File: src/rtl/ddc_sched_pkg.sv
// ddc_sched_pkg: shared FSM encoding and default widths for the DDC PRI scheduler
package ddc_sched_pkg;
  localparam int SEG_W_DEF = 2;
  localparam int CNT_W_DEF = 16;
  localparam int PRI_CNT_W_DEF = 16;
  typedef enum logic [1:0] {
    IDLE    = 2'd0,
    DELAY   = 2'd1,
    CAPTURE = 2'd2
  } state_t;
endpackage

File: src/rtl/ddc_seg_phase.sv
// ddc_seg_phase: PRI edge detect, decimation phase counter and next-cycle strobe
module ddc_seg_phase
  import ddc_sched_pkg::*;
#(
  parameter int SEG_W = SEG_W_DEF
) (
  input  logic             clk,
  input  logic             rst_n,
  input  logic             pri,
  output logic [SEG_W-1:0] segment,
  output logic             pri_rise,
  output logic             strb_nxt
);
  logic pri_q;
  assign pri_rise = pri & ~pri_q;
  // strobe lands in the next cycle, so registered window outputs line up with segment all-ones
  assign strb_nxt = ~pri_rise & (&(segment + SEG_W'(1)));
  always_ff @(posedge clk) begin
    if (!rst_n) begin
      pri_q   <= 1'b0;
      segment <= '0;
    end else begin
      pri_q   <= pri;
      segment <= pri_rise ? '0 : segment + SEG_W'(1);
    end
  end
endmodule

File: src/rtl/ddc_pri_sched.sv
// ddc_pri_sched: PRI-synchronised receive window scheduler with SOF/EOF framing
// DDC_SCHED_TS_EN adds a 32-bit cycle timestamp latched on each PRI rise.
module ddc_pri_sched
  import ddc_sched_pkg::*;
#(
  parameter int SEG_W     = SEG_W_DEF,
  parameter int CNT_W     = CNT_W_DEF,
  parameter int PRI_CNT_W = PRI_CNT_W_DEF
) (
  input  logic                 clk,
  input  logic                 rst_n,
  input  logic                 pri,
  input  logic                 cfg_en,
  input  logic [CNT_W-1:0]     cfg_delay,
  input  logic [CNT_W-1:0]     cfg_len,
  input  logic                 err_clr,
  output logic [SEG_W-1:0]     segment,
  output logic                 win_valid,
  output logic                 win_sof,
  output logic                 win_eof,
  output logic                 win_abort,
  output logic [CNT_W-1:0]     samp_idx,
  output logic [PRI_CNT_W-1:0] pri_cnt,
  output logic                 busy,
  output logic                 err_overrun,
  output logic [31:0]          pri_ts
);
  localparam logic [CNT_W-1:0] ONE = CNT_W'(1);
  logic pri_rise, strb_nxt;
  state_t state, start_state;
  logic [CNT_W-1:0] len_q, dly_cnt, cnt;

  ddc_seg_phase #(.SEG_W(SEG_W)) u_phase (
    .clk     (clk),
    .rst_n   (rst_n),
    .pri     (pri),
    .segment (segment),
    .pri_rise(pri_rise),
    .strb_nxt(strb_nxt)
  );

  always_comb
    start_state = (!cfg_en || cfg_len == '0) ? IDLE : (cfg_delay == '0 ? CAPTURE : DELAY);

  assign busy = state != IDLE;

  always_ff @(posedge clk) begin
    if (!rst_n) begin
      state       <= IDLE;
      len_q       <= '0;
      dly_cnt     <= '0;
      cnt         <= '0;
      win_valid   <= 1'b0;
      win_sof     <= 1'b0;
      win_eof     <= 1'b0;
      win_abort   <= 1'b0;
      samp_idx    <= '0;
      pri_cnt     <= '0;
      err_overrun <= 1'b0;
    end else begin
      win_valid   <= 1'b0;
      win_sof     <= 1'b0;
      win_eof     <= 1'b0;
      win_abort   <= 1'b0;
      err_overrun <= (pri_rise & busy) | (err_overrun & ~err_clr);
      if (pri_rise) begin
        pri_cnt   <= pri_cnt + PRI_CNT_W'(1);
        win_abort <= busy;
        state     <= start_state;
        cnt       <= '0;
        if (cfg_en) begin
          len_q   <= cfg_len;
          dly_cnt <= cfg_delay;
        end
      end else if (state == CAPTURE && win_eof) begin
        state <= IDLE;
      end else if (strb_nxt && state == DELAY) begin
        if (dly_cnt == ONE) state <= CAPTURE;
        dly_cnt <= dly_cnt - ONE;
      end else if (strb_nxt && state == CAPTURE) begin
        win_valid <= 1'b1;
        win_sof   <= cnt == '0;
        win_eof   <= cnt + ONE == len_q;
        samp_idx  <= cnt;
        cnt       <= cnt + ONE;
      end
    end
  end

`ifdef DDC_SCHED_TS_EN
  logic [31:0] ts_cnt;
  always_ff @(posedge clk) begin
    if (!rst_n) begin
      ts_cnt <= '0;
      pri_ts <= '0;
    end else begin
      ts_cnt <= ts_cnt + 32'd1;
      if (pri_rise) pri_ts <= ts_cnt;
    end
  end
`else
  assign pri_ts = '0;
`endif
endmodule

File: config.mk
export PLATFORM = sky130hd
export DESIGN_NAME = ddc_pri_sched
export DESIGN_NICKNAME = d
export VERILOG_FILES = /design/src/rtl/ddc_sched_pkg.sv /design/src/rtl/ddc_seg_phase.sv /design/src/rtl/ddc_pri_sched.sv
export SDC_FILE = /design/constraint.sdc
export NUM_CORES = 1
export LEC_CHECK = 0
export ABC_AREA = 1
export CORE_ASPECT_RATIO = 1.1
export CORE_MARGIN = 1
export CORE_UTILIZATION = 46
export DETAILED_ROUTE_END_ITERATION = 8
export GPL_TIMING_DRIVEN = 0
export PLACE_DENSITY = 0.81
export SLEW_MARGIN = 20
export SYNTH_ARGS = -nofsm -noshare
export SYNTH_HDL_FRONTEND = slang
export SYNTH_SLANG_ARGS = --single-unit
File: constraint.sdc
create_clock -name clk -period 1.55 [get_ports clk]
set_clock_uncertainty 0.2 [all_clocks]
set_input_delay 0.155 -clock clk [delete_from_list [all_inputs] [get_ports clk]]
set_output_delay 0.155 -clock clk [all_outputs]
set_load 0.05 [all_outputs]
# Yosys cells after proc, flatten, opt, wreduce, memory -nomap -nowiden

Cells that the tools add are included.

Eq/ne operators: 6
Add/sub/neg operators: 4
Muxes and demuxes: 11
Bitwise logic cells: 12
Reduce and logical (&&, ||, !) cells: 22

Operators by type and width:

| operator                                                              | number |
|---|---|
| 16-bit 2-to-1 mux                                                     | 4 |
| 16-bit zero test                                                      | 3 |
| 16-bit by 1-bit adder with 16-bit output (second input constant)      | 2 |
| 16-bit by 1-bit == test with 1-bit output (second input constant)     | 1 |
| 16-bit == test                                                        | 1 |
| 16-bit by 1-bit subtractor with 16-bit output (second input constant) | 1 |
| 2-bit 2-to-1 mux                                                      | 6 |
| 2-bit AND reduction                                                   | 4 |
| 1-bit inverter                                                        | 7 |
| 3-bit AND reduction                                                   | 2 |
| 3-bit nonzero test                                                    | 2 |
| 5-bit OR reduction                                                    | 1 |
| 1-bit AND                                                             | 4 |
| 2-bit != test (second input constant)                                 | 2 |
| 4-bit AND reduction                                                   | 1 |
| 2-bit nonzero test                                                    | 2 |
| 4-bit OR reduction                                                    | 1 |
| 1-bit logical AND                                                     | 3 |
| 2-bit by 1-bit adder with 2-bit output (second input constant)        | 1 |
| 2-bit by 1-bit == test with 1-bit output (second input constant)      | 1 |
| 2-bit == test (second input constant)                                 | 1 |
| 2-bit OR reduction                                                    | 1 |
| 1-bit zero test                                                       | 1 |
| 1-bit logical OR                                                      | 1 |
| 2 further kinds                                                       | 2 |

Input bits: 37
Flip-flop bits (word level): 90

# Logic depth before layout (Yosys ltp)

Word-level depth: 8
Depth in mapped cells: 12
Depth with buffers taken out: 12

# Cells and area by module

A second synthesis with hierarchy kept.

Cells, all modules: 718
Area, all modules: 4,869.7 um2

Modules (own cells, without submodules):

| module        | area an instance (um2) | cells each | instances | seq. area each (um2) |
|---|---|---|---|---|
| ddc_pri_sched | 4,755.8                | 703        | 1         | 1,741.7 |
| ddc_seg_phase | 113.9                  | 15         | 1         | 60.1 |

# Least setup slack after synthesis

OpenSTA, ideal clock, no wires.

Path type: register to register
From: register u_phase.segment[1]
To: register dly_cnt[9]
Stages on the path, launching flop included: 10
Data required time: 1.218 ns
Arrival time: 1.650 ns
Buffers on the path: 1
Slack: -0.433 ns
Clock period less this slack: 1.983 ns
Cell sequence: dfxtp_1 -> ha_1 -> inv_1 -> nor2_1 -> nand3_1 -> nand2_1 -> buf_2 -> o21ai_2 -> o21ai_1 -> a21oi_1

Longest elaborated chain between the ends: 6

RTL lines:

| what                                   | line                | text |
|---|---|---|
| start: declaration                     | ddc_seg_phase.sv:10 | `output logic [SEG_W-1:0] segment,` |
| start signal: assignment               | ddc_seg_phase.sv:24 | `segment <= pri_rise ? '0 : segment + SEG_W'(1);` |
| 2-bit by 1-bit adder with 2-bit output | ddc_seg_phase.sv:17 | `assign strb_nxt = ~pri_rise & (&(segment + SEG_W'(1)));` |
| 2-bit AND reduction                    | ddc_seg_phase.sv:17 |  |
| 1-bit AND                              | ddc_seg_phase.sv:17 |  |
| 1-bit logical AND                      | ddc_pri_sched.sv:77 | `end else if (strb_nxt && state == DELAY) begin` |
| 2-bit nonzero test (no source line)    | -                   |  |
| 3-bit AND reduction (no source line)   | -                   |  |
| end signal: assignment                 | ddc_pri_sched.sv:73 | `dly_cnt <= cfg_delay;` |
| end signal: assignment                 | ddc_pri_sched.sv:79 | `dly_cnt <= dly_cnt - ONE;` |
| end: declaration                       | ddc_pri_sched.sv:31 | `logic [CNT_W-1:0] len_q, dly_cnt, cnt;` |

No other way between the ends.
A chain may end at the register's enable or synchronous reset.

# Worst setup path after layout

From: register cnt[0]
To: register win_eof

Longest elaborated chain between the ends: 2

RTL lines:

| what                                     | line                | text |
|---|---|---|
| start: declaration                       | ddc_pri_sched.sv:31 |  |
| start signal: assignment                 | ddc_pri_sched.sv:85 | `cnt <= cnt + ONE;` |
| 16-bit by 1-bit adder with 16-bit output | ddc_pri_sched.sv:83 | `win_eof <= cnt + ONE == len_q;` |
| 16-bit == test                           | ddc_pri_sched.sv:83 |  |
| end signal: assignment                   | ddc_pri_sched.sv:83 |  |
| end: declaration                         | ddc_pri_sched.sv:20 | `output logic win_eof,` |

No other way between the ends.

==> results.toml <==
[run_status]
status = "finished with violations"
failed_checks = "negative setup slack"

[route]
drt-vias-per-instance = 5.55
wl_per_cell_um = 17.0
drc = 0
routed_wirelength_um = 17100
first_pass_iters = 6
num_vias = 5600
drt.antenna.violating_nets = 0
detail_route.iter0.violations = 380

[yosys]
yosys-top-cells-count = "sky130_fd_sc_hd__nand2_1, sky130_fd_sc_hd__dfxtp_1, sky130_fd_sc_hd__inv_1, sky130_fd_sc_hd__a21oi_1"
synth_flop_cell = "sky130_fd_sc_hd__dfxtp_1"
post_synth.cell_area_avg_um2 = 6.74
synth_top_area_cell = "sky130_fd_sc_hd__dfxtp_1"
synthDominantCellAreaShare_pct = 37.6
synth_edf_count = 0
yosysSeqAreaShare_pct = 37.6
postSynthCellCount = 711
synthMostInstantiatedCell = "sky130_fd_sc_hd__nand2_1"
synth-seq-cells = 90
netlist_top_cells_area = "sky130_fd_sc_hd__dfxtp_1, sky130_fd_sc_hd__nand2_1, sky130_fd_sc_hd__a21oi_1"
unique_cell_type_count_in_the_yosys_netlist = 38
synth_area_um2 = 4790
yosys_warnings = 0
postSynth.asyncResetShare_pct = 0

[worst_setup_path]
cpMaxStageDelayCell = "sky130_fd_sc_hd__dfxtp_4"
crit_cells = 11
crit_path_max_incr_delay_ns = 0.42
critical_path_peak_fanout = 5
cp-end-kind = "flip-flop"
cpLargestDelayFamily = "simple AND/OR/NAND/NOR gates"
cpMostUsedCell = "sky130_fd_sc_hd__nand2_1"
startpoint_type = "flip-flop"
r2r_cells = 11
timing.critical_path.cells = "ha_4, nand3_4, nor2_4, nand2_1, nand2_1, nand2_1, nand2_1, nand3_2, nor2_1, nand2_1, nor2_1"
crit_buf_inv = 0
required_time_of_the_critical_path_ns = 1.67
setup.worst_path.class = "flip-flop to flip-flop"
critPathArrivalTime_ns = 1.94

[clock_tree]
tritoncts = "built"
clk_pin_slew_worst_paths_ns = 0.09
cts_max_path_buffers = 2
htreeDepth = 3
worst_skew_pair.late_latency_ns = 0.38
cts_root_buffer = "sky130_fd_sc_hd__clkbuf_8"
tritoncts_num_sinks = 90
tritoncts_buffers = 9

[cells_and_area]
num-nets-final = 927
final_layout_size_suffix_gt1_share_pct = 40.9
final_core_area_utilization_pct = 77.1
flow.area_growth_from_synthesis_pct = 60.7
nFillCells = 662
antenna_cells = 0

[pwr]
static-leakage-power_nw = 3.12
power_density_nw_per_um2 = 694
irDropWorstVdd_mv = 0.416

[sta]
worst_pin_slew_ns = 0.720
finalMaxSlewViolations = 0
relSlewSlack_pct = 52.0
finalCritPeriodShare_pct = 118
final_critical_path_setup_slack_ns = -0.278
finalSetupViolations = 80
max_clock_freq_mhz = 547
finalHoldViolCount = 0
final.min_clock_period_ns = 1.83
grt_setup_unrepaired = "true"

[grt]
grt.total_usage_pct = 28.2
antenna_found_initial = 0
globalRoute.totalOverflow = 0
first_pass_grt_wire_length_um = 23700
grt_start_max_net_pins = 15
grt_pass1_vias = 4900

[floorplan]
floorplan.initialDensity_pct = 48.0
num_io_pins = 109
std_cell_rows = 38
floorplan_die_area_um2 = 10800
die_width_um = 99.3
die_height_um = 109
design.core.area_um2 = 9980

[placement]
routabilityCongestion = 0.916
buffer_ports.inserted = 76
post-dp-hpwl_um = 10400
preCtsSetupSlack_ns = -0.758

[min_path]
min_delay_path_depth = 2
hold_path.class = "primary input to flip-flop"

[flow_run]
drv.max_cap_violation_count = 0
-- where the power goes --
part / switching (mW) / internal (mW) / leakage (nW)
clock network: 0.859 / 0.626 / 0.0877
registers: 0.0744 / 2.37 / 0.746
logic: 0.832 / 0.577 / 2.29
total: 1.77 / 3.58 / 3.12
-- placed cells by master (no fill, tap or decap), drive strengths merged, types with 2 or more instances in the layout --
cell             n
a21oi           72
a31oi            4
and2             2
buf            101
clkbuf          27
clkdlybuf4s15   31
clkdlybuf4s18    2
clkdlybuf4s50   35
clkinv           3
conb            32
dfxtp           90
ha               6
inv             87
nand2          147
nand3           42
nand3b           3
nand4           10
nor2            80
nor3            12
nor4             9
o211ai           4
o21ai           72
xnor2            4
xor2             2
-- path summary, 6_finish.rpt --
| check | startpoint | end | slack [ns] |
|---|---|---|---|
| hold / removal | err_clr | err_overrun | 0.16 |
| setup reg to reg | cnt[0] | win_eof | -0.28 |
| setup / recovery | cnt[0] | win_eof | -0.28 |
| hold reg to reg | u_phase.segment[0] | u_phase.segment[0] | 0.23 |
-- layout make-up --
class	instances	area, um2	area share (%)
well taps	120	150	1.95
repair buffers	131	1400	18.1
flip-flops and latches	90	1860	24.1
inverters	86	373	4.84
clock buffers	13	149	1.93
clock inverters	3	16.3	0.211
multi-input cells	511	3250	42.1
plain buffers	54	505	6.56
repair inverters	1	8.76	0.114
-- metal layers --
layer / part of all wire, % / vias up / wire length (um) / GRT usage, %
met5: 0 / - / 0 / 0
met4: 4.1 / 0 / 705 / 15.8
met3: 7.4 / 70 / 1260 / 3.91
met2: 49 / 296 / 8380 / 47.6
met1: 40 / 2611 / 6780 / 34.7
li1: - / 2623 / - / -
-- cells by family (layout without fill, tap and decap cells) --
| kind of cell | after synthesis | in the layout | synth area share, % |
|---|---|---|---|
| other | 1 | 32 | 0.0783 |
| AOI/OAI and AO/OA | 160 | 160 | 17.7 |
| adders and majority gates | 6 | 6 | 1.57 |
| and+or+nand+nor | 306 | 307 | 28.2 |
| xor gates and xnor gates | 6 | 6 | 1.10 |
| DFF | 90 | 90 | 37.6 |
| buffers and inverters | 142 | 288 | 13.8 |
-- what timing repair did --
item                                    CTS  global route
gates cloned                              7             3
hold buffers                              1             0
endpoints found under the hold margin     1             0
pin swaps                                38            54
resized for setup                       253           224
endpoints found under the setup margin  124            86
setup buffers                            28            21
-- per-stage QoR --
step / total power [mW] / setup TNS (ns) / instance area (um2) / hold slack, ns / cells
after floorplan: 3.20 / -0.162 / 5090 / 0.0665 / 742
after global placement: 3.45 / -42.35 / 6000 / 0.210 / 938
after detailed placement: 3.47 / -46.25 / 6000 / 0.216 / 938
after CTS: 5.05 / -4.72 / 6940 / 0.149 / 990
after global routing: 5.54 / -14.99 / 7700 / 0.160 / 1009
final: 5.34 / -9.62 / 7700 / 0.156 / 1009
-- sequential cells by signal, indices dropped and copies added, names as in the netlist, 2 cells and up --
signal and count:
cnt 16, dly_cnt 16, len_q 16, pri_cnt 16, samp_idx 16, state 2, u_phase.segment 2
Note: power is estimated with default switching activity, not from simulation.
